### src/rtl/div_rs_pkg.sv
// Shared types for the divide reservation station: packets, CDB, dispatch and entry records.
package div_rs_pkg;

  localparam int unsigned ROB_DEPTH    = 16;
  localparam int unsigned TAG_W        = $clog2(ROB_DEPTH);
  localparam int unsigned XLEN         = 32;
  localparam int unsigned DIV_RS_DEPTH = 4;

  typedef enum logic [1:0] {OpDiv, OpDivu, OpRem, OpRemu} div_op_e;

  typedef struct packed {
    div_op_e           op;
    logic [TAG_W-1:0]  rob_tag;
    logic [XLEN-1:0]   rs1_v;
    logic [XLEN-1:0]   rs2_v;
  } fu_pkt_t;

  typedef struct packed {
    logic              valid;
    logic [TAG_W-1:0]  rob_tag;
    logic [XLEN-1:0]   data;
  } cdb_t;

  typedef struct packed {
    fu_pkt_t           pkt;
    logic              rs1_rdy;
    logic              rs2_rdy;
    logic [TAG_W-1:0]  rs1_tag;
    logic [TAG_W-1:0]  rs2_tag;
  } div_rs_disp_t;

  typedef struct packed {
    logic              valid;
    fu_pkt_t           pkt;
    logic              rs1_rdy;
    logic              rs2_rdy;
    logic [TAG_W-1:0]  rs1_tag;
    logic [TAG_W-1:0]  rs2_tag;
  } div_rs_entry_t;

  // True when a still-waiting source is satisfied by this cycle's broadcast.
  function automatic logic cdb_hit(cdb_t c, logic rdy, logic [TAG_W-1:0] tag);
    return c.valid && !rdy && (c.rob_tag == tag);
  endfunction

endpackage

### src/rtl/div_rs_age_matrix.sv
// Age matrix for reservation stations: row i bit j set means entry i is older than entry j.
// Grants the single oldest requester; reusable by any station.
module rs_age_matrix #(
  parameter int unsigned DEPTH = 4
) (
  input  logic             clk_i,
  input  logic             clr_i,
  input  logic [DEPTH-1:0] valid_i,
  input  logic [DEPTH-1:0] alloc_i,
  input  logic [DEPTH-1:0] free_i,
  input  logic [DEPTH-1:0] req_i,
  output logic [DEPTH-1:0] gnt_o
);

  logic [DEPTH-1:0] age_q [DEPTH];
  logic [DEPTH-1:0] age_d [DEPTH];
  logic [DEPTH-1:0] others;

  always_comb begin
    for (int i = 0; i < DEPTH; i++) begin
      age_d[i] = age_q[i] & ~free_i;
      if (valid_i[i] && !alloc_i[i]) age_d[i] = age_d[i] | alloc_i;
      if (alloc_i[i]) age_d[i] = '0;
    end
  end

  always_ff @(posedge clk_i) begin
    for (int i = 0; i < DEPTH; i++) begin
      if (clr_i) age_q[i] <= '0;
      else       age_q[i] <= age_d[i];
    end
  end

  // A requester wins when it is older than every other requester.
  always_comb begin
    gnt_o  = '0;
    others = '0;
    for (int i = 0; i < DEPTH; i++) begin
      others    = ~req_i;
      others[i] = 1'b1;
      gnt_o[i]  = req_i[i] && (&(age_q[i] | others));
    end
  end

endmodule

### src/rtl/div_rs.sv
// Reservation station feeding the divider; issues the oldest ready entry while the divider is idle.
// Optional DIV_RS_CDB_BYPASS_EN lets a same-cycle CDB broadcast complete an entry for issue.
module div_rs
  import div_rs_pkg::*;
#(
  parameter int unsigned DEPTH = DIV_RS_DEPTH
) (
  input  logic                         clk,
  input  logic                         rst,
  input  logic                         flush,
  input  logic                         stall,
  input  logic                         disp_valid,
  input  logic [$bits(div_rs_disp_t)-1:0] disp_in,
  output logic                         disp_ready,
  input  logic [$bits(cdb_t)-1:0]      cdb_in,
  input  logic                         div_busy,
  output logic                         div_en,
  output logic [$bits(fu_pkt_t)-1:0]   div_pkt_out,
  output logic [$clog2(DEPTH):0]       rs_count
);

  localparam int unsigned CntW = $clog2(DEPTH) + 1;

  div_rs_disp_t  disp;
  cdb_t          cdb;
  div_rs_entry_t ent_q [DEPTH];
  div_rs_entry_t ent_d [DEPTH];
  logic [CntW-1:0]  count_q, count_d;
  logic [DEPTH-1:0] valid_vec, hit1, hit2, req, gnt, alloc_oh, alloc_v, free_v;
  logic             alloc_found, disp_fire, issue, age_clr;
  fu_pkt_t          pkt_sel;

  assign disp = disp_in;
  assign cdb  = cdb_in;

  always_comb begin
    for (int i = 0; i < DEPTH; i++) begin
      valid_vec[i] = ent_q[i].valid;
      hit1[i]      = cdb_hit(cdb, ent_q[i].rs1_rdy, ent_q[i].rs1_tag);
      hit2[i]      = cdb_hit(cdb, ent_q[i].rs2_rdy, ent_q[i].rs2_tag);
`ifdef DIV_RS_CDB_BYPASS_EN
      req[i] = ent_q[i].valid && (ent_q[i].rs1_rdy || hit1[i]) && (ent_q[i].rs2_rdy || hit2[i]);
`else
      req[i] = ent_q[i].valid && ent_q[i].rs1_rdy && ent_q[i].rs2_rdy;
`endif
    end
  end

  always_comb begin
    alloc_oh    = '0;
    alloc_found = 1'b0;
    for (int i = 0; i < DEPTH; i++) begin
      if (!valid_vec[i] && !alloc_found) begin
        alloc_oh[i] = 1'b1;
        alloc_found = 1'b1;
      end
    end
  end

  // Full-ness comes from registered count only; a same-cycle issue does not free a slot.
  assign disp_ready = (count_q != CntW'(DEPTH));
  assign disp_fire  = disp_valid && disp_ready;
  assign issue      = (|req) && !div_busy && !stall && !flush && !rst;
  assign alloc_v    = disp_fire ? alloc_oh : '0;
  assign free_v     = issue ? gnt : '0;
  assign age_clr    = rst || flush;

  rs_age_matrix #(
    .DEPTH (DEPTH)
  ) u_age (
    .clk_i   (clk),
    .clr_i   (age_clr),
    .valid_i (valid_vec),
    .alloc_i (alloc_v),
    .free_i  (free_v),
    .req_i   (req),
    .gnt_o   (gnt)
  );

  always_comb begin
    pkt_sel = '0;
    for (int i = 0; i < DEPTH; i++) begin
      if (gnt[i]) begin
        pkt_sel = ent_q[i].pkt;
`ifdef DIV_RS_CDB_BYPASS_EN
        if (hit1[i]) pkt_sel.rs1_v = cdb.data;
        if (hit2[i]) pkt_sel.rs2_v = cdb.data;
`endif
      end
    end
  end

  assign div_en      = issue;
  assign div_pkt_out = issue ? pkt_sel : '0;
  assign rs_count    = count_q;

  always_comb begin
    for (int i = 0; i < DEPTH; i++) begin
      ent_d[i] = ent_q[i];
      if (free_v[i]) begin
        ent_d[i].valid = 1'b0;
      end else if (ent_q[i].valid) begin
        if (hit1[i]) begin
          ent_d[i].rs1_rdy   = 1'b1;
          ent_d[i].pkt.rs1_v = cdb.data;
        end
        if (hit2[i]) begin
          ent_d[i].rs2_rdy   = 1'b1;
          ent_d[i].pkt.rs2_v = cdb.data;
        end
      end
      if (alloc_v[i]) begin
        ent_d[i].valid   = 1'b1;
        ent_d[i].pkt     = disp.pkt;
        ent_d[i].rs1_tag = disp.rs1_tag;
        ent_d[i].rs2_tag = disp.rs2_tag;
        ent_d[i].rs1_rdy = disp.rs1_rdy || cdb_hit(cdb, disp.rs1_rdy, disp.rs1_tag);
        ent_d[i].rs2_rdy = disp.rs2_rdy || cdb_hit(cdb, disp.rs2_rdy, disp.rs2_tag);
        if (cdb_hit(cdb, disp.rs1_rdy, disp.rs1_tag)) ent_d[i].pkt.rs1_v = cdb.data;
        if (cdb_hit(cdb, disp.rs2_rdy, disp.rs2_tag)) ent_d[i].pkt.rs2_v = cdb.data;
      end
    end
  end

  always_comb begin
    count_d = count_q;
    if (disp_fire && !issue)      count_d = count_q + CntW'(1);
    else if (!disp_fire && issue) count_d = count_q - CntW'(1);
  end

  always_ff @(posedge clk) begin
    if (rst || flush) begin
      for (int i = 0; i < DEPTH; i++) ent_q[i] <= '0;
      count_q <= '0;
    end else begin
      for (int i = 0; i < DEPTH; i++) ent_q[i] <= ent_d[i];
      count_q <= count_d;
    end
  end

endmodule

### config.mk
export PLATFORM = sky130hd
export DESIGN_NAME = div_rs
export DESIGN_NICKNAME = d
export VERILOG_FILES = /design/src/rtl/div_rs_pkg.sv /design/src/rtl/div_rs_age_matrix.sv /design/src/rtl/div_rs.sv
export SDC_FILE = /design/constraint.sdc
export NUM_CORES = 1
export LEC_CHECK = 0
export ABC_CLOCK_PERIOD_IN_PS = 2700
export BUFFER_PORTS_ARGS = -buffer_cell sky130_fd_sc_hd__buf_2
export CORE_UTILIZATION = 25
export CTS_BUF_LIST = sky130_fd_sc_hd__clkbuf_4 sky130_fd_sc_hd__clkbuf_8
export CTS_CLUSTER_DIAMETER = 120
export DETAILED_ROUTE_END_ITERATION = 7
export PLACE_DENSITY_LB_ADDON = 0.3
export SYNTH_ARGS = -nofsm -noshare
export SYNTH_HDL_FRONTEND = slang
export SYNTH_SLANG_ARGS = --single-unit
### constraint.sdc
create_clock -name clk -period 2.7 [get_ports clk]
set_input_delay 0.405 -clock clk [delete_from_list [all_inputs] [get_ports clk]]
set_output_delay 0.405 -clock clk [all_outputs]
set_load 0.1 [all_outputs]
==> reports/metrics.yaml <==
pwr-share-clk_pct: 48.1
dpl_worst_slack_ps: -151
clk_pin_slew_ps: 60
p_leak_uw: 0.0102
numCtsBuffers: 61
synth_edf_count: 0
seqCellArea_mm2: 0.00683
core_mm2: 0.0645
seq_power_share_pct: 44.3
critical_path_class: "register to primary output"
pwr_density_cell_mw_per_mm2: 467
drv_slew: 0
syn_inst: 1858
htree_levels: 2
synth_area_mm2: 0.0163
synth_ff_type: "dfxtp_1"
ioPinCount: 198
grt_max_degree: 59
multiInputGateArea_mm2: 0.0105
setup_viol: 70
p_int_uw: 8580
status: "finished, violations left"
final_nets: 2261
clock_skew_ps: 48.2
cp-end-kind: "primary output"
place_congestion: 0.864
place_inst: 2811
num-fill-cells: 6319
hpwl_um: 43900
clkLatencyLatePin_ps: 710
fmax_mhz: 317
drc_errors: 0
crit_path_max_fanout: 21
crit_arrival_ps: 2750
vdd_drop_max_v: 0.000340
drv_cap: 0
finalNonFillerCells: 3040
async_reset_ff_share_pct: 0
grt-ovfl-total: 0
hold_viol: 0
area_growth_pct: 51.2
port_buffers: 197
start_kind: "register"
cts_tree: "built"
yosysWarnings: 0
routedWlPerCell_um: 23.6
synth.distinct_cells: 53
drive_gt1_share_pct: 33.3
post-route-min-period_ps: 3160
setup_tns_ps: -28910
first_global_vias: 16600
swShare_pct: 25.4
grt_pass1_wl_um: 106000
cts.sinks: 339
violations: "setup timing"
finalWorstSetupSlack_ps: -459
hold_class: "input port to register"
pwr-share-comb_pct: 7.6
antenna_cells: 0
via_count: 16400
start_util_pct: 25.3
ys_ff_latch: 339
track_usage_pct: 20.8
rsz0062_at_grt: "true"
tightest_slew_ps: 922
root_buffer: "clkbuf_8"
die_y_um: 257
detail-route-antenna-nets: 0
syn-num-nets: 1983
vias_per_cell: 5.38
die_width_um: 257
p_sw_uw: 2920
finalWirelength_um: 71800
row_count: 93
p_total_uw: 11500
relSlewSlack_pct: 38.4
clockBufferDepth: 3
antenna_found_initial: 0
min_period_over_period_pct: 117
synth_seq_area_share_pct: 41.6
drt_pre_antenna_iters: 5
drt_iter0_drc: 1285
die_area_mm2: 0.0662
required_ps: 2300
synth.avg_cell_area_um2: 8.77
-- per-layer routing --
metal	vias to the layer above	track usage, %	routed length (um)
li1	7450	-	-
met1	8130	26.4	30600
met2	684	35.4	34600
met3	106	4.14	5020
met4	0	6.05	1560
met5	-	0	0
-- layout make-up --
cell class / instances / area share [%]
clock buffers: 98 / 5.02
clock inverters: 14 / 0.691
inverters: 8 / 0.122
multi-input cells: 1309 / 42.8
flip-flops and latches: 339 / 27.7
well taps: 855 / 4.34
repair buffers: 417 / 19.4
-- power by group through the flow --
stage,logic [uW],clock network (uW),registers (uW)
2_1_floorplan,392,0,5210
3_3_place_gp,762,0,5200
3_5_place_dp,775,0,5200
4_1_cts,872,5640,5090
5_1_grt,933,5890,5100
6_report,878,5540,5090
-- cell families after synthesis --
| kind of cell | count (synthesis) | synth area share, % |
|---|---|---|
| compound gates | 583 | 23.6 |
| xor+xnor | 39 | 2.10 |
| fa+ha+maj | 2 | 0.200 |
| buf+inv | 211 | 5.23 |
| flops | 339 | 41.6 |
| mux | 207 | 12.7 |
| simple gates | 477 | 14.5 |
-- synthesized netlist by cell type (2+ instances only) --
cell	n	share of area (%)
nand2b_1	7	0.27
a211oi_1	76	3.5
clkbuf_1	146	3.4
nand2_1	237	5.5
and4b_1	6	0.37
a221o_1	64	3.9
inv_1	7	0.16
and3_1	137	5.3
nor2_1	35	0.81
a21oi_1	55	1.7
a22oi_1	35	1.6
o21ai_0	109	3.3
buf_2	40	1.2
o22ai_1	130	5.0
nor3b_1	7	0.32
nand3_1	8	0.25
or3_1	4	0.15
o211ai_1	33	1.5
o31ai_1	3	0.14
o21ba_2	2	0.12
buf_1	14	0.32
dfxtp_1	339	42
and2_1	2	0.077
nor2b_1	2	0.077
and4_1	2	0.11
xnor2_1	26	1.4
mux2i_1	207	13
nand4_1	8	0.31
nand4b_1	6	0.32
o21ai_1	66	2.0
or2_2	2	0.077
buf_4	3	0.14
a2111oi_4	2	0.34
xor2_1	13	0.70
nor3_1	7	0.21
-- critical path: stages (launching register included) --
cell and delay [ps]:
dfxtp_4 360, and4b_2 260, a2111oi_4 280, buf_4 180
and2_4 150, buf_12 130, buf_16 200, nand2_1 150
o21ai_4 100, buf_12 190
-- state kept, by name, indices dropped and copies added (netlist names) --
| register | count |
|---|---|
| rs_count | 3 |
| u_age.age_q | 12 |
| ent_q | 324 |
-- what timing repair did --
item                                    in CTS  in global routing
gates resized for setup                    208                 85
endpoints found under the setup margin      71                102
cloned                                      11                  3
endpoints found under the hold margin      111                  0
buffers inserted                            23                 11
hold buffers                                78                  0
pin swaps                                   67                 28
-- final timing paths --
path                     start               to  slack, ps  depth (start not counted)
hold / removal      cdb_in[31]     ent_q[2][41]         80                          3
hold reg to reg   ent_q[0][77]     ent_q[0][77]        450                          2
setup / recovery   ent_q[2][9]  div_pkt_out[27]       -460                          9
setup reg to reg  ent_q[3][80]     ent_q[3][60]        210                          8
-- placed cells by master (no fill, tap or decap), types with 76 or more instances in the layout --
| master | instances |
|---|---|
| dfxtp_1 | 323 |
| mux2i_1 | 207 |
| nand2_1 | 187 |
| o22ai_1 | 128 |
| buf_2 | 126 |
| buf_12 | 118 |
| and3_1 | 108 |
| clkbuf_8 | 80 |
| dlygate4sd3_1 | 78 |
| buf_4 | 76 |
-- stage by stage --
stage	util [%]	hold WS (ps)	cell area (um2)
after global placement	32.3	438	20800
after floorplan	-	432	17100
after CTS	37.7	37.6	24300
after detailed placement	32.3	445	20800
after global routing	38.2	63.4	24600
final	38.2	83.4	24600
(Power assumes the default switching activity.)
